==> src/rtl/register_bank.sv <==
//------------------------------------------------------------------------------
// Module   : register_bank
// Purpose  : Bank of DEPTH general-purpose registers, WIDTH bits each, sharing
//            one 8-function operation set (FunSel). Writes are one-hot
//            multi-select. There are two independent combinational read ports
//            with zero detect, and a sticky wrap flag per register that
//            records increment/decrement overflow.
// Ports    : Clock   - sole clock, rising edge
//            Reset   - synchronous, active-low
//            I       - write data [WIDTH]
//            FunSel  - operation applied to every enabled register [3]
//            RegSel  - per-register write enable [DEPTH]
//            FlagClr - per-register wrap-flag clear [DEPTH]
//            OutASel - read select, port A [SW]
//            OutBSel - read select, port B [SW]
//            OutA    - register OutASel, or 0 if out of range [WIDTH]
//            OutB    - register OutBSel, or 0 if out of range [WIDTH]
//            ZeroA   - OutA == 0
//            ZeroB   - OutB == 0
//            Wrap    - sticky wrap flag per register [DEPTH]
// Revision : 1.0 - initial release
//------------------------------------------------------------------------------
`default_nettype none

module register_bank #(
  parameter int WIDTH = 16,
  parameter int DEPTH = 4,
  localparam int H    = WIDTH / 2,
  localparam int SW   = (DEPTH > 1) ? $clog2(DEPTH) : 1
) (
  input  logic             Clock,
  input  logic             Reset,
  input  logic [WIDTH-1:0] I,
  input  logic [2:0]       FunSel,
  input  logic [DEPTH-1:0] RegSel,
  input  logic [DEPTH-1:0] FlagClr,
  input  logic [SW-1:0]    OutASel,
  input  logic [SW-1:0]    OutBSel,
  output logic [WIDTH-1:0] OutA,
  output logic [WIDTH-1:0] OutB,
  output logic             ZeroA,
  output logic             ZeroB,
  output logic [DEPTH-1:0] Wrap
);

  localparam logic [2:0] FS_DEC  = 3'b000;
  localparam logic [2:0] FS_INC  = 3'b001;
  localparam logic [2:0] FS_LOAD = 3'b010;
  localparam logic [2:0] FS_CLR  = 3'b011;
  localparam logic [2:0] FS_WLCH = 3'b100;
  localparam logic [2:0] FS_WLO  = 3'b101;
  localparam logic [2:0] FS_WHI  = 3'b110;
  localparam logic [2:0] FS_WLSX = 3'b111;

  logic [DEPTH-1:0][WIDTH-1:0] regs;
  logic [DEPTH-1:0][WIDTH-1:0] next_q;
  logic [DEPTH-1:0]            wrap_set;
  logic [DEPTH-1:0]            wrap_clr;
  logic [DEPTH-1:0]            wrap_q;

  // Result of FunSel applied to a register value q with write data d.
  function automatic logic [WIDTH-1:0] apply_op(
    input logic [WIDTH-1:0] q,
    input logic [2:0]       fs,
    input logic [WIDTH-1:0] d
  );
    logic [WIDTH-1:0] r;
    r = q;
    case (fs)
      FS_DEC:  r = q - WIDTH'(1);
      FS_INC:  r = q + WIDTH'(1);
      FS_LOAD: r = d;
      FS_CLR:  r = '0;
      FS_WLCH: r = {{H{1'b0}}, d[H-1:0]};
      FS_WLO:  r = {q[WIDTH-1:H], d[H-1:0]};
      FS_WHI:  r = {d[H-1:0], q[H-1:0]};
      FS_WLSX: r = {{H{d[H-1]}}, d[H-1:0]};
      default: r = q;
    endcase
    return r;
  endfunction

  generate
    for (genvar k = 0; k < DEPTH; k++) begin : g_reg
      assign next_q[k] = apply_op(regs[k], FunSel, I);

      // Overflow only on inc of all-ones or dec of zero.
      assign wrap_set[k] = RegSel[k] &
                           (((FunSel == FS_INC) && (regs[k] == {WIDTH{1'b1}})) ||
                            ((FunSel == FS_DEC) && (regs[k] == '0)));

      // Load/clear of the register discards its overflow history.
      assign wrap_clr[k] = RegSel[k] & ((FunSel == FS_LOAD) || (FunSel == FS_CLR));
    end
  endgenerate

  always_ff @(posedge Clock) begin
    if (!Reset) begin
      regs   <= '0;
      wrap_q <= '0;
    end else begin
      for (int k = 0; k < DEPTH; k++) begin
        if (RegSel[k]) begin
          regs[k] <= next_q[k];
        end
        // A set in the same cycle as any clear source wins.
        if (wrap_set[k]) begin
          wrap_q[k] <= 1'b1;
        end else if (wrap_clr[k] || FlagClr[k]) begin
          wrap_q[k] <= 1'b0;
        end
      end
    end
  end

  // Select decode by comparison so an out-of-range select falls through to 0
  // without indexing past the array.
  always_comb begin
    OutA = '0;
    OutB = '0;
    for (int k = 0; k < DEPTH; k++) begin
      if (OutASel == SW'(k)) OutA = regs[k];
      if (OutBSel == SW'(k)) OutB = regs[k];
    end
  end

  assign ZeroA = (OutA == '0);
  assign ZeroB = (OutB == '0);
  assign Wrap  = wrap_q;

endmodule

`default_nettype wire

==> config.mk <==
export PLATFORM = sky130hd
export DESIGN_NAME = register_bank
export DESIGN_NICKNAME = d
export VERILOG_FILES = /design/src/rtl/register_bank.sv
export SDC_FILE = /design/constraint.sdc
export NUM_CORES = 1
export LEC_CHECK = 0
export CORE_MARGIN = 2
export CORE_UTILIZATION = 25
export CTS_BUF_LIST = sky130_fd_sc_hd__clkbuf_16
export DETAILED_ROUTE_END_ITERATION = 10
export GPL_TIMING_DRIVEN = 0
export PLACE_DENSITY = 0.4
export SYNTH_ARGS = -nofsm -noshare
export SYNTH_HDL_FRONTEND = slang
export SYNTH_SLANG_ARGS = --single-unit
==> constraint.sdc <==
create_clock -name Clock -period 14 [get_ports Clock]
set_clock_uncertainty 0.1 [all_clocks]
set_input_delay 2.1 -clock Clock [delete_from_list [all_inputs] [get_ports Clock]]
set_output_delay 2.1 -clock Clock [all_outputs]
set_load 0.01 [all_outputs]
==> results.py, run 1 <==
metrics = {
    "outcome": {
        "outcome": "finished, final reports clean",
    },
    "routing": {
        "dr.pass1.iters": 5,
        "wl_per_cell_um": 23.0,
        "drt-total-wl_mm": 30.5,
        "first_iter_violations": 533,
        "ant_nets": 0,
        "via_count": 7328,
        "via_per_inst": 5.53,
        "drcViolationCount": 0,
    },
    "critical_path": {
        "worstPathRequired_ps": 11800,
        "path_cells": "clkbuf_1 > clkbuf_1 > mux4_2 > nor4_1 > and4_1 > clkdlybuf4s50_1",
        "crit_start": "OutBSel[1]",
        "crit_fanout": 10,
        "r2r_start": "regs[32]",
        "critPathLaunchType": "input port",
        "cp_slowest_cell": "nor4_1",
        "slowest_delay_ps": 720,
        "end_kind": "output pin",
        "critPathKind": "input port to output pin",
        "crit_top_cell": "clkbuf_1",
        "rr_worst_depth": 9,
        "arrival_ps": 5090,
    },
    "cts": {
        "root_buffer": "clkbuf_16",
        "clockBufferDepth": 2,
        "clock_sink_count": 68,
        "post-cts-setup-buffers": 0,
        "cts_hold_buf": 0,
        "ctsResizeCount": 0,
        "h-tree-depth": 3,
        "tritoncts": "done",
        "clkLatencyLatePin_ps": 360,
        "numCtsBuffers": 9,
        "cts.clk_slew.worst_paths_ps": 60,
    },
    "grt": {
        "met3_usage_pct": 1.67,
        "grt_usage_pct": 21.1,
        "grt_max_degree": 67,
        "top_usage_layer": "met2",
        "grt_pass1_wl_mm": 45.2,
        "use_met2_pct": 35.6,
        "antenna_found_initial": 0,
        "use_met1_pct": 26.9,
        "gr-total-overflow": 0,
        "grt_pass1_vias": 7269,
    },
    "yosys": {
        "synthMuxAreaShare_pct": 11.7,
        "synth_fp_nets": 966,
        "synthSimpleGateAreaFrac_pct": 21.3,
        "ys_seq_area_share_pct": 19.6,
        "synthArstFlopShare_pct": 0,
        "synth_edf_count": 0,
        "ys_types": 73,
        "synth_area_um2": 6950,
        "synthFlopType": "dfxtp_1",
        "synth_adder_area_share_pct": 11.9,
        "synthCells": 869,
        "synth_compound_area_share_pct": 27.3,
        "synth_top_family_by_area": "compound AO/OA/AOI/OAI gates",
        "avgSynthCellArea_um2": 8.00,
        "ys_ff_latch": 68,
        "yosysWarnings": 0,
        "synth_xor_area_share_pct": 4.16,
    },
    "sta": {
        "finalSetupViolations": 0,
        "tightest_slew_ps": 988,
        "rsz0062_at_grt": "no",
        "final.setup.tns_ps": 0,
        "relSlewSlack_pct": 34.1,
        "min_period_ps": 7290,
        "finalCritPeriodShare_pct": 52.0,
        "clock.fmax_mhz": 137,
        "slew_violations": 0,
        "hold_viol_final": 0,
        "timing.hold.ws_ps": 399,
    },
    "cells_and_area": {
        "final_cell_mix": "nand2_1 (98), o21ai_0 (95), dfxtp_1 (68), a21oi_1 (65), clkdlybuf4s50_1 (63)",
        "final_nets": 1040,
        "final_common_cell": "nand2_1",
        "drive_above_1_share_pct": 7.91,
        "fillers": 2984,
        "area_growth_pct": 19.7,
        "n_antenna_cell": 0,
    },
    "power": {
        "pwr-share-clk_pct": 26.3,
        "power_density_nw_per_um2": 101,
        "vdd_drop_max_mv": 0.0543,
        "pwr-share-seq_pct": 29.4,
        "combPwrFrac_pct": 44.2,
        "internal-power_uw": 490,
        "p_sw_uw": 347,
        "p_leak_uw": 0.00312,
        "switching_share_pct": 41.4,
    },
    "worst_hold_path": {
        "hold_start": "Wrap[2]",
        "hold_class": "flop to flop",
        "whs_path_depth": 2,
    },
    "floorplanning": {
        "initial_core_util_pct": 25.2,
        "ios": 71,
        "die_width_um": 171,
        "core_um2": 27600,
        "die_area_um2": 29200,
        "row_count": 61,
        "die_h_um": 171,
    },
    "placement": {
        "gp_congestion": 0.876,
        "numPortBuffers": 63,
        "hpwlAfterDp_mm": 24.1,
    },
    "flow_run": {
        "drv_cap": 0,
    },
}
==> cells in the mapped netlist, types with 24 or more instances <==
master / count / area [µm²]
mux4_2: 32 / 721
nand4_1: 25 / 156
nand2_1: 99 / 372
dfxtp_1: 68 / 1360
o21ai_0: 95 / 475
clkbuf_1: 30 / 113
nand3_1: 24 / 120
a21oi_1: 65 / 325
inv_1: 24 / 90.1
nor4_1: 28 / 175
a31oi_1: 35 / 219
nor2_1: 37 / 139
ha_1: 60 / 751
==> final cells by class <==
| type | count | area [µm²] | share of cell area, % |
|---|---|---|---|
| Buffer | 43 | 186 | 2.24 |
| Clock buffer | 9 | 225 | 2.71 |
| Timing Repair Buffer | 63 | 631 | 7.57 |
| Tap cell | 378 | 473 | 5.68 |
| Multi-Input combinational cell | 734 | 5320 | 63.9 |
| Sequential cell | 68 | 1360 | 16.4 |
| Clock inverter | 7 | 35.0 | 0.421 |
| Inverter | 24 | 90.1 | 1.08 |
==> path summary, 6_finish.rpt <==
check / endpoint / slack, ps
setup reg to reg: regs[46] / 11110
hold / removal: Wrap[2] / 400
hold reg to reg: Wrap[2] / 400
setup / recovery: ZeroB / 6710
==> cell families after synthesis <==
logic type	Yosys count
buf+inv	67
fa+ha+maj	64
simple gates	293
compound gates	303
flops	68
xor+xnor	33
mux	41
==> per-stage QoR <==
step	util, %	setup WS (ps)	cell area, µm²	instances	power, µW
3_5_place_dp	29.3	6770	8070	1310	617
4_1_cts	30.2	6770	8330	1326	834
6_report	30.2	6710	8330	1326	837
3_3_place_gp	29.2	6100	8060	1310	618
2_1_floorplan	-	8020	6950	869	489
5_1_grt	30.2	6780	8330	1326	883
==> critical path, delay by kind of cell <==
kind,cells,cell delay (ps)
buf+inv,3,1480
simple gates,2,1050
mux,1,450
==> flip-flops by register name, summed over array words and instances (netlist names) <==
| name | count |
|---|---|
| Wrap | 4 |
| regs | 64 |
==> power groups by stage <==
stage / Sequential, µW / Clock, µW / Combinational (µW)
final: 246 / 220 / 370
after global placement: 249 / 0 / 369
after detailed placement: 249 / 0 / 367
after floorplan: 232 / 0 / 257
after global routing: 249 / 228 / 406
after CTS: 245 / 220 / 370
==> routing by layer <==
metal	up-vias	wire length (µm)	share of wire, %
li1	3491	-	-
met2	215	14400	47
met1	3562	13300	44
met4	0	1460	4.8
met3	60	1320	4.3
met5	-	0	0
(Power assumes the default switching activity.)
==> inputs of run 2 (changes only) <==
--- a/config.mk
+++ b/config.mk
@@ -10,7 +10,7 @@
 export CTS_BUF_LIST = sky130_fd_sc_hd__clkbuf_16
 export DETAILED_ROUTE_END_ITERATION = 10
 export GPL_TIMING_DRIVEN = 0
-export PLACE_DENSITY = 0.4
+export PLACE_DENSITY = 0.41
 export SYNTH_ARGS = -nofsm -noshare
 export SYNTH_HDL_FRONTEND = slang
 export SYNTH_SLANG_ARGS = --single-unit
==> constraint.sdc (replaced) <==
create_clock -name Clock -period 6.3 [get_ports Clock]
set_clock_uncertainty 0.1 [all_clocks]
set_input_delay 0.945 -clock Clock [delete_from_list [all_inputs] [get_ports Clock]]
set_output_delay 0.945 -clock Clock [all_outputs]
set_load 0.01 [all_outputs]
==> run 2 against run 1 <==
Effect of this change: sequential share of layout area fell by 0.090 points; cell count unchanged; hold slack hardly changed; final area up 0.56%; sequential cell count unchanged; largest power group unchanged.
==> results.py, run 2 (synthesized netlist as in run 1, its figures left out) <==
metrics = {
    "placement": {
        "placed_cell_area_um2": 8070,
        "gp_congestion": 0.865,
        "numPortBuffers": 63,
        "hpwlAfterDp_mm": 23.6,
    },
    "power": {
        "internal-power_uw": 1170,
        "vdd_drop_max_mv": 0.128,
        "combPwrFrac_pct": 42.6,
        "pwr-share-seq_pct": 28.4,
        "pwr-share-clk_pct": 29.0,
        "switching_share_pct": 39.4,
        "power_density_nw_per_um2": 231,
        "p_sw_uw": 761,
        "p_leak_uw": 0.00313,
    },
    "critical_path": {
        "arrival_ps": 3900,
        "end_kind": "output pin",
        "worstPathRequired_ps": 5250,
        "critPathLaunchType": "input port",
        "critPathKind": "input port to output pin",
        "crit_start": "OutBSel[1]",
        "crit_top_cell": "clkbuf_1",
        "path_cells": "clkbuf_1 > clkbuf_1 > mux4_2 > nor4_1 > and4_1 > clkdlybuf4s50_1",
        "slowest_delay_ps": 660,
        "r2r_start": "regs[32]",
        "crit_fanout": 10,
        "cp_slowest_cell": "nor4_1",
    },
    "grt": {
        "gr-total-overflow": 0,
        "antenna_found_initial": 0,
        "grt_pass1_vias": 7075,
        "grt_usage_pct": 20.9,
        "grt_pass1_wl_mm": 44.9,
        "grt_max_degree": 67,
    },
    "routing": {
        "dr.pass1.iters": 5,
        "first_iter_violations": 584,
        "via_count": 7188,
        "drcViolationCount": 0,
        "wl_met1_mm": 13.6,
        "route.met3.wl_mm": 1.13,
        "ant_nets": 0,
        "drt-total-wl_mm": 30.1,
        "wl_per_cell_um": 22.7,
        "top_layer": "met4",
        "wl_met2_mm": 14.8,
        "via_per_inst": 5.42,
    },
    "floorplanning": {
        "row_count": 61,
        "die_h_um": 171,
        "die_width_um": 171,
        "ios": 71,
        "initial_core_util_pct": 25.2,
        "core_um2": 27600,
        "die_area_um2": 29200,
    },
    "cells_and_area": {
        "drive_above_1_share_pct": 7.81,
        "top_register": "regs",
        "n_antenna_cell": 0,
        "final_cell_mix": "nand2_1 (98), o21ai_0 (95), dfxtp_1 (68), a21oi_1 (65), clkdlybuf4s50_1 (63)",
        "final_common_cell": "nand2_1",
        "final_nets": 1040,
        "area_growth_pct": 20.4,
        "multi_input_area_um2": 5320,
        "fin_util_pct": 30.4,
        "fillers": 2946,
        "seq_area_um2": 1360,
        "largest_reg_flops": 64,
        "final_cell_area_um2": 8370,
    },
    "cts": {
        "ctsResizeCount": 0,
        "tritoncts": "done",
        "root_buffer": "clkbuf_16",
        "h-tree-depth": 3,
        "cts_hold_buf": 0,
        "cts.clk_slew.worst_paths_ps": 60,
        "clockBufferDepth": 2,
        "post-cts-setup-buffers": 0,
        "numCtsBuffers": 9,
        "clkLatencyLatePin_ps": 350,
        "clock_sink_count": 68,
    },
    "sta": {
        "clock.fmax_mhz": 202,
        "hold_viol_final": 0,
        "slew_violations": 0,
        "finalSetupViolations": 0,
        "min_period_ps": 4940,
        "tightest_slew_ps": 916,
        "rsz0062_at_grt": "no",
        "relSlewSlack_pct": 38.9,
        "finalCritPeriodShare_pct": 78.5,
    },
    "worst_hold_path": {
        "hold_class": "flop to flop",
        "hold_start": "Wrap[1]",
    },
    "flow_run": {
        "drv_cap": 0,
    },
    "outcome": {
        "outcome": "finished, final reports clean",
    },
}
## run 2: power by group through the flow
stage                     combinational (µW)  sequential [µW]  clock [µW]
after global placement                   822              554           0
final                                    823              548         560
after detailed placement                 817              555           0
after global routing                     904              553         582
after CTS                                823              545         567
after floorplan                          570              516           0
## run 2: worst max-delay path: cells and delay by family
| kind | cells | cell delay, ps |
|---|---|---|
| buf+inv | 3 | 1500 |
| simple gates | 2 | 970 |
| mux | 1 | 470 |
## run 2: cell type report
cell class	instances	area share, %
Sequential cell	68	16.3
Inverter	24	1.08
Buffer	43	2.23
Multi-Input combinational cell	734	63.6
Clock inverter	7	0.971
Clock buffer	9	2.69
Timing Repair Buffer	63	7.53
Tap cell	378	5.65
## run 2: routing by layer
layer  vias up  global-route usage (%)
li1       3495                       -
met1      3487                    27.4
met2       176                    36.7
met3        30                    1.55
met4         0                    6.21
met5         -                       0
## run 2: stage by stage
| step | hold WS [ps] | instances | setup slack (ps) | power (µW) | TNS [ps] |
|---|---|---|---|---|---|
| floorplan | 384 | 869 | 1480 | 1090 | 0 |
| global placement | 390 | 1310 | -514 | 1380 | -2910 |
| detailed placement | 395 | 1310 | 1450 | 1370 | 0 |
| CTS | 405 | 1326 | 1440 | 1930 | 0 |
| global route | 428 | 1326 | 1410 | 2040 | 0 |
| finish | 399 | 1326 | 1360 | 1930 | 0 |
## run 2: worst paths after layout
kind	depth (start not counted)	slack (ps)	to
setup / recovery	6	1360	ZeroB
hold / removal	2	400	Wrap[1]
setup reg to reg	9	3410	regs[46]
hold reg to reg	2	400	Wrap[1]
==> RTL change: new RTL, flow settings as in run 1 <==
`DEPTH`: 4 -> 8.
--- a/src/rtl/register_bank.sv
+++ b/src/rtl/register_bank.sv
@@ -26,3 +26,3 @@
   parameter int WIDTH = 16,
-  parameter int DEPTH = 4,
+  parameter int DEPTH = 8,
   localparam int H    = WIDTH / 2,
Interface: changed (5 resized); port bits go from 71 to 85. The function was not compared with the original's and may differ.
==> RTL change against run 1 <==
- setup slack worse by 0.99 ns
- wire length rose by 140%
- area after synthesis up 96%
- cell area up 91%
- via count is 110% higher
- sequential cell count is 68 higher
- power increased by 100%
- synthesized cell count rose by 100%
- critical path type unchanged
- highest routed layer unchanged
==> RTL change: results <==
metrics = {
    "setup_path": {
        "rr_startpoint": "regs[50]$_SDFFE_PN0P_",
        "critPathArrivalTime_ns": 6.08,
        "critPathMaxStageDelay_ns": 0.68,
        "worst_path_max_delay_cell": "clkdlybuf4s50_1",
        "r2r_slack_ns": 10.69,
    },
    "cells_and_area": {
        "nMultiInputCombCells": 1495,
        "seq_area_share_pct": 17.14,
        "clock_cell_area_share_pct": 3.568,
        "nClkBuffers": 17,
        "nets": 2026,
        "antenna_cells": 3,
    },
    "synth": {
        "ys_seq_elements": 136,
        "synthTopCellsByArea": "dfxtp_1 (20%), ha_1 (10%), a21oi_1 (7.6%)",
        "synth-seq-area-share_pct": 19.99,
        "synth_nets": 1929,
    },
    "placement": {
        "port_buffers": 76,
        "dp_hpwl_um": 54330,
        "place_inst": 2540,
        "dpl_worst_slack_ns": 5.828,
        "dpl_cell_area_mm2": 0.01531,
        "place.gp.congestion": 0.9744,
    },
    "clock_network": {
        "cts-htree-levels": 4,
        "clock_latency_ns": 0.51,
    },
    "pwr": {
        "power_density_mw_per_mm2": 107.7,
    },
    "run_status": {
        "status": "completed",
    },
    "detailed_routing": {
        "vias_per_cell": 5.869,
    },
    "grt": {
        "grt_max_degree": 62,
    },
}
-- RTL change: cell types whose count changed after synthesis, moves of 19 or more --
cell,delta
mux2i_1,+36
nor3_1,+37
dfxtp_1,+68
nor2_1,+78
a21oi_1,+143
mux2_2,+19
nand2_1,+47
xnor2_1,+44
a31oi_1,+20
o21ai_0,+94
ha_1,+52
clkbuf_1,+47
-- RTL change: worst max path at each step --
| stage | start | to | slack [ns] | depth (start not counted) |
|---|---|---|---|---|
| finish | OutASel[1] | ZeroA | 5.72 | 10 |
| global route | OutASel[1] | ZeroA | 5.60 | 11 |
| CTS | OutASel[1] | ZeroA | 5.83 | 9 |
| detailed placement | OutASel[1] | ZeroA | 5.83 | 9 |
| global placement | FunSel[2] | regs[44]$_SDFFE_PN0P_ | 1.22 | 14 |
| floorplan | FunSel[2] | regs[14]$_SDFFE_PN0P_ | 5.76 | 14 |
-- RTL change: cell families (layout without fill, tap and decap cells) --
group | count (synthesis) | in the layout | share of synthesized area, %
xor gates and xnor gates | 77 | 77 | 4.952
muxes | 97 | 97 | 10.47
and+or+nand+nor | 538 | 538 | 19.46
AOI/OAI and AO/OA | 663 | 663 | 29.66
other | 0 | 3 | 0
buffers and inverters | 135 | 244 | 3.996
adders and majority gates | 120 | 120 | 11.47
DFF | 136 | 136 | 19.99
-- RTL change: per-layer routing --
layer  vias up  part of all wire [%]  GRT usage, %  wire (um)
met1      7472                    45         34.75      33080
met2       588                    44         39.92      32370
met3       108                   6.6         4.657       4788
li1       6939                     -             -          -
met5         -                     0             0          0
met4         0                   3.9         11.09       2857
-- RTL change: where the power goes --
| part | internal (mW) | switching (mW) |
|---|---|---|
| logic | 0.306 | 0.413 |
| clock network | 0.273 | 0.204 |
| registers | 0.420 | 0.0960 |
| total | 0.998 | 0.712 |
